[src/rtl/nonce_tx_arbiter.sv]
// Round-robin arbiter sharing the serial_transmit nonce uplink between SLAVES sources.
// Optional duplicate suppression of back-to-back identical nonces: define NONCE_DEDUP_EN.
module nonce_tx_arbiter #(
    parameter int unsigned SLAVES       = 2,
    parameter int unsigned BUSY_TIMEOUT = 4
) (
    input  logic                     clk,
    input  logic                     reset,
    input  logic [SLAVES*32-1:0]     slave_nonces,
    input  logic [SLAVES-1:0]        new_nonces,
    input  logic                     serial_busy,
    output logic [31:0]              golden_nonce,
    output logic                     serial_send,
    output logic [SLAVES-1:0]        pending,
    output logic [SLAVES-1:0]        overflow
);

    localparam int unsigned NW = 32;
    localparam int unsigned GW = (SLAVES > 1) ? $clog2(SLAVES) : 1;
    localparam int unsigned TW = (BUSY_TIMEOUT > 1) ? $clog2(BUSY_TIMEOUT) : 1;

    localparam logic [1:0] IDLE      = 2'd0;
    localparam logic [1:0] SEND      = 2'd1;
    localparam logic [1:0] WAIT_BUSY = 2'd2;
    localparam logic [1:0] WAIT_DONE = 2'd3;

    logic [1:0]        state_q, state_d;
    logic [GW-1:0]     last_grant_q, last_grant_d;
    logic [TW-1:0]     timer_q, timer_d;
    logic [NW-1:0]     golden_nonce_q, golden_nonce_d;
    logic              serial_send_q, serial_send_d;
    logic [SLAVES-1:0] pending_q, pending_d;
    logic [SLAVES-1:0] overflow_q, overflow_d;
    logic [NW-1:0]     nonce_buf_q [SLAVES];
    logic [NW-1:0]     nonce_buf_d [SLAVES];

`ifdef NONCE_DEDUP_EN
    logic [NW-1:0]     last_sent_q, last_sent_d;
    logic              last_sent_vld_q, last_sent_vld_d;
`endif

    logic              grant_vld_c;
    logic [GW-1:0]     grant_idx_c;
    logic              do_grant;
    logic              tx_grant;
    logic [SLAVES-1:0] grant_mask;

    // Cyclic scan: first pending source strictly after the last one granted.
    always_comb begin
        grant_vld_c = 1'b0;
        grant_idx_c = '0;
        for (int unsigned k = 1; k <= SLAVES; k++) begin
            int unsigned idx;
            idx = (32'(last_grant_q) + k) % SLAVES;
            if (!grant_vld_c && pending_q[idx]) begin
                grant_vld_c = 1'b1;
                grant_idx_c = GW'(idx);
            end
        end
    end

    always_comb begin
        state_d        = state_q;
        last_grant_d   = last_grant_q;
        timer_d        = timer_q;
        golden_nonce_d = golden_nonce_q;
        pending_d      = pending_q;
        overflow_d     = overflow_q;
        nonce_buf_d    = nonce_buf_q;
        do_grant       = 1'b0;
        tx_grant       = 1'b0;
        grant_mask     = '0;
`ifdef NONCE_DEDUP_EN
        last_sent_d     = last_sent_q;
        last_sent_vld_d = last_sent_vld_q;
`endif

        case (state_q)
            IDLE: begin
                if (grant_vld_c && !serial_busy) begin
                    do_grant     = 1'b1;
                    last_grant_d = grant_idx_c;
`ifdef NONCE_DEDUP_EN
                    // A repeat of the last transmitted word is retired without a send.
                    tx_grant = !(last_sent_vld_q && (nonce_buf_q[grant_idx_c] == last_sent_q));
                    if (tx_grant) begin
                        last_sent_d     = nonce_buf_q[grant_idx_c];
                        last_sent_vld_d = 1'b1;
                    end
`else
                    tx_grant = 1'b1;
`endif
                    if (tx_grant) begin
                        golden_nonce_d = nonce_buf_q[grant_idx_c];
                        state_d        = SEND;
                    end
                end
            end
            SEND: begin
                timer_d = '0;
                state_d = WAIT_BUSY;
            end
            WAIT_BUSY: begin
                if (serial_busy) begin
                    state_d = WAIT_DONE;
                end else if (timer_q == TW'(BUSY_TIMEOUT - 1)) begin
                    state_d = IDLE;
                end else begin
                    timer_d = timer_q + TW'(1);
                end
            end
            WAIT_DONE: begin
                if (!serial_busy) begin
                    state_d = IDLE;
                end
            end
            default: state_d = IDLE;
        endcase

        if (do_grant) begin
            grant_mask = SLAVES'(1) << grant_idx_c;
        end
        pending_d = pending_q & ~grant_mask;

        // A source granted on this edge frees its buffer, so its new strobe is kept.
        for (int unsigned i = 0; i < SLAVES; i++) begin
            if (new_nonces[i]) begin
                if (!pending_q[i] || grant_mask[i]) begin
                    nonce_buf_d[i] = slave_nonces[i*NW +: NW];
                    pending_d[i]   = 1'b1;
                end else begin
                    overflow_d[i]  = 1'b1;
                end
            end
        end

        serial_send_d = (state_d == SEND);
    end

    always_ff @(posedge clk or posedge reset) begin
        if (reset) begin
            state_q        <= IDLE;
            last_grant_q   <= GW'(SLAVES - 1);
            timer_q        <= '0;
            golden_nonce_q <= '0;
            serial_send_q  <= 1'b0;
            pending_q      <= '0;
            overflow_q     <= '0;
            for (int unsigned i = 0; i < SLAVES; i++) begin
                nonce_buf_q[i] <= '0;
            end
`ifdef NONCE_DEDUP_EN
            last_sent_q     <= '0;
            last_sent_vld_q <= 1'b0;
`endif
        end else begin
            state_q        <= state_d;
            last_grant_q   <= last_grant_d;
            timer_q        <= timer_d;
            golden_nonce_q <= golden_nonce_d;
            serial_send_q  <= serial_send_d;
            pending_q      <= pending_d;
            overflow_q     <= overflow_d;
            nonce_buf_q    <= nonce_buf_d;
`ifdef NONCE_DEDUP_EN
            last_sent_q     <= last_sent_d;
            last_sent_vld_q <= last_sent_vld_d;
`endif
        end
    end

    assign golden_nonce = golden_nonce_q;
    assign serial_send  = serial_send_q;
    assign pending      = pending_q;
    assign overflow     = overflow_q;

endmodule

[config.mk]
export PLATFORM = sky130hd
export DESIGN_NAME = nonce_tx_arbiter
export DESIGN_NICKNAME = d
export VERILOG_FILES = /design/src/rtl/nonce_tx_arbiter.sv
export SDC_FILE = /design/constraint.sdc
export NUM_CORES = 1
export LEC_CHECK = 0
export CORE_AREA = 2 2 98 100
export DETAILED_ROUTE_END_ITERATION = 10
export DIE_AREA = 0 0 100 102
export PLACE_DENSITY_LB_ADDON = 0.3
export RECOVER_POWER = 100
export SLEW_MARGIN = 20
export SYNTH_ARGS = -nofsm -noshare
export SYNTH_HDL_FRONTEND = slang
export SYNTH_SLANG_ARGS = --single-unit
[constraint.sdc]
create_clock -name clk -period 4.7 [get_ports clk]
set_input_delay 1.175 -clock clk [delete_from_list [all_inputs] [get_ports clk]]
set_output_delay 1.175 -clock clk [all_outputs]
set_load 0.03 [all_outputs]
==> results.cfg <==
[status]
outcome = finished with violations
violations = max-capacitance violations, max-slew violations

[place]
dp_hpwl_um = 6570
routabilityCongestion = 0.7611
portBuffers = 105
place_ws_ns = 1.118

[logic_synthesis]
synth-seq-area-share = 0.5978
synth_top_area_cell = dfrtp_1
synth_cells = 329
ys_ff_latch = 106
syn_nets = 399
netlist_top_cells_area = dfrtp_1 59%, mux2_4 10%, mux2_2 8.6%, a221o_1 7.2%, nor3_1 3.7%
synth.cell_area_sq_um = 4439
synth_cell_types = 29
synth_top_area_frac = 0.5919
synth_edf_count = 0
yosysWarnings = 0
yosys-top-cells-count = 105 x dfrtp_1, 39 x nand2_1, 34 x mux2_2, 33 x nor3_1, 32 x a221o_1
postSynth.asyncResetShare = 1.000
syn_area_per_cell_sq_um = 13.49
synth.most_common_cell = dfrtp_1
ys.flop_type = dfrtp_1

[floorplan]
die_w_um = 100
die_height_um = 102
core-area_sq_um = 9109
io_pins = 106
row_count = 35
initial_core_util = 0.4874
die_area_sq_um = 10200

[detailed_routing]
vias_per_cell = 5.765
via_count = 3113
routedWlPerCell_um = 18.72
drc = 0
wl_um = 10110
ant_nets = 0
initialDrtViolationCount = 89
drt-pass1-iter-count = 4

[clock_tree]
h-tree-depth = 3
clkLatencyLatePin_ns = 0.36
cts_num_sinks = 106
cts_tree = yes
cts_buffer_depth = 2
cts-resized-gates = 0
cts_root_buf = clkbuf_8
numCtsBuffers = 9
postCtsHoldBufs = 0
clk_pin_slew_ns = 0.10
cts_setup_buffers = 0

[critical_path]
r2r-start = pending[0]
reg2reg_slack_ns = 1.37
crit_fanout = 35
r2r-end = golden_nonce[5]
cp-start-kind = primary input
worstSetupEndpointType = flop
required_ns = 4.94
worstPathArrival_ns = 4.03
r2r_cells = 2
path_class = in2reg

[min_path]
holdPathStages = 1
hp-start = nonce_buf_q[34]
hold_path.class = reg2reg
min_to = nonce_buf_q[34]

[finish]
n_antenna_cell = 0
fillers = 748
seqCellArea_sq_um = 2654
layout-drive-gt1-share = 0.1399
area_growth_pct = 27.45
fin_nets = 494
multi_input_area_sq_um = 1548

[timing]
finalMaxSlewViolations = 156
worst_pin_slew_ns = 2.777
finalSetupViolations = 0
setup-tns-final_ns = 0
rsz0062_at_grt = false
layout_min_cycle_time_ns = 3.791
finClkSkew_ns = 0.008856
finalCritPeriodShare = 0.8066
fmax_ghz = 0.2638
final_hold_viol_count = 0
max_slew_margin = -0.8634
fin_ws_ns = 0.9091

[power_and_ir_drop]
p_leak_nw = 2.483
power_density_nw_per_um2 = 619.9
peakVddDrop_mv = 0.3109

[global_routing]
grt_overflow_total = 0
track_usage = 0.2067
grt_max_degree = 86
grt_antenna_before_repair = 0
grt_pass1_wl_um = 16350
grt_pass1_vias = 3261

[run]
cap_viol_max_count = 3
==> kinds of logic after synthesis <==
logic type	Yosys count	synth area share
AO/OA/AOI/OAI	46	0.09442
adder cells (fa/ha/maj)	1	0.002818
buffers and inverters	30	0.03326
flip-flops	106	0.5978
multiplexers	64	0.1877
AND/OR/NAND/NOR	82	0.08399
==> how the worst max path moves through the flow <==
stage	cells after the start	slack [ns]	end	startpoint
after global routing	4	0.73	golden_nonce[28]	serial_busy
after detailed placement	5	1.12	golden_nonce[28]	serial_busy
final	4	0.91	golden_nonce[5]	serial_busy
after CTS	1	1.46	pending[0]	pending[0]
after global placement	5	1.21	golden_nonce[23]	serial_busy
after floorplan	1	0.74	golden_nonce[0]	reset
==> power breakdown <==
group          leakage (nW)  internal [mW]  switching [mW]
Sequential             1.28           1.34           0.261
Combinational          1.11          0.642           0.687
Clock                0.0986          0.275           0.300
==> per-stage QoR <==
step	cells	instance area, sq um	hold slack, ns	total power [mW]	utilization
final	540	5658	0.5009	3.508	0.6212
after global routing	540	5658	0.5199	3.718	0.6212
after CTS	539	5781	0.5035	3.713	0.6346
after detailed placement	523	5575	0.4901	3.130	0.6121
after global placement	523	5575	0.4807	3.054	0.6121
after floorplan	329	4439	0.4728	2.592	-
==> routing by layer <==
layer	track usage	vias up	wire length, um
met4	0.04742	0	94
met5	0	-	0
met1	0.2670	1596	4445
li1	-	1384	-
met2	0.3571	119	4980
met3	0.05062	14	589
==> state kept, by name, summed over array words and instances, names as in the netlist <==
register / flops
nonce_buf_q: 64
golden_nonce: 32
overflow: 2
pending: 2
state_q: 2
timer_q: 2
last_grant_q: 1
serial_send: 1
==> cells in the final DEF, fill, tap and decap left out, types with 2 or more instances in the layout <==
cell,netlist,final
nand2_1,39,39
clkbuf_8,0,11
mux2_1,0,28
buf_4,0,2
o21ai_0,3,3
clkdlybuf4s50_1,0,66
inv_1,4,3
nor3_1,33,33
mux2_4,30,2
dlygate4sd3_1,0,39
dfrtp_1,105,105
a21o_1,2,2
a21oi_1,3,3
nor2_1,3,3
mux2_2,34,34
clkbuf_1,17,3
clkinvlp_4,0,3
a221o_1,32,32
==> final cells by class <==
| cell class | count | area share |
|---|---|---|
| clock buffers | 12 | 0.02742 |
| clock inverters | 4 | 0.008846 |
| inverters | 4 | 0.003317 |
| multi-input cells | 193 | 0.2736 |
| flip-flops and latches | 106 | 0.4690 |
| well taps | 111 | 0.02455 |
| repair buffers | 110 | 0.1933 |
==> worst max-delay path, cell delays in order <==
cell and delay [ns]:
dlygate4sd3_1 0.63, nor3_1 0.52, o21ai_1 1.04, a221o_1 0.67
No activity file was read; power rests on OpenSTA's default activity.
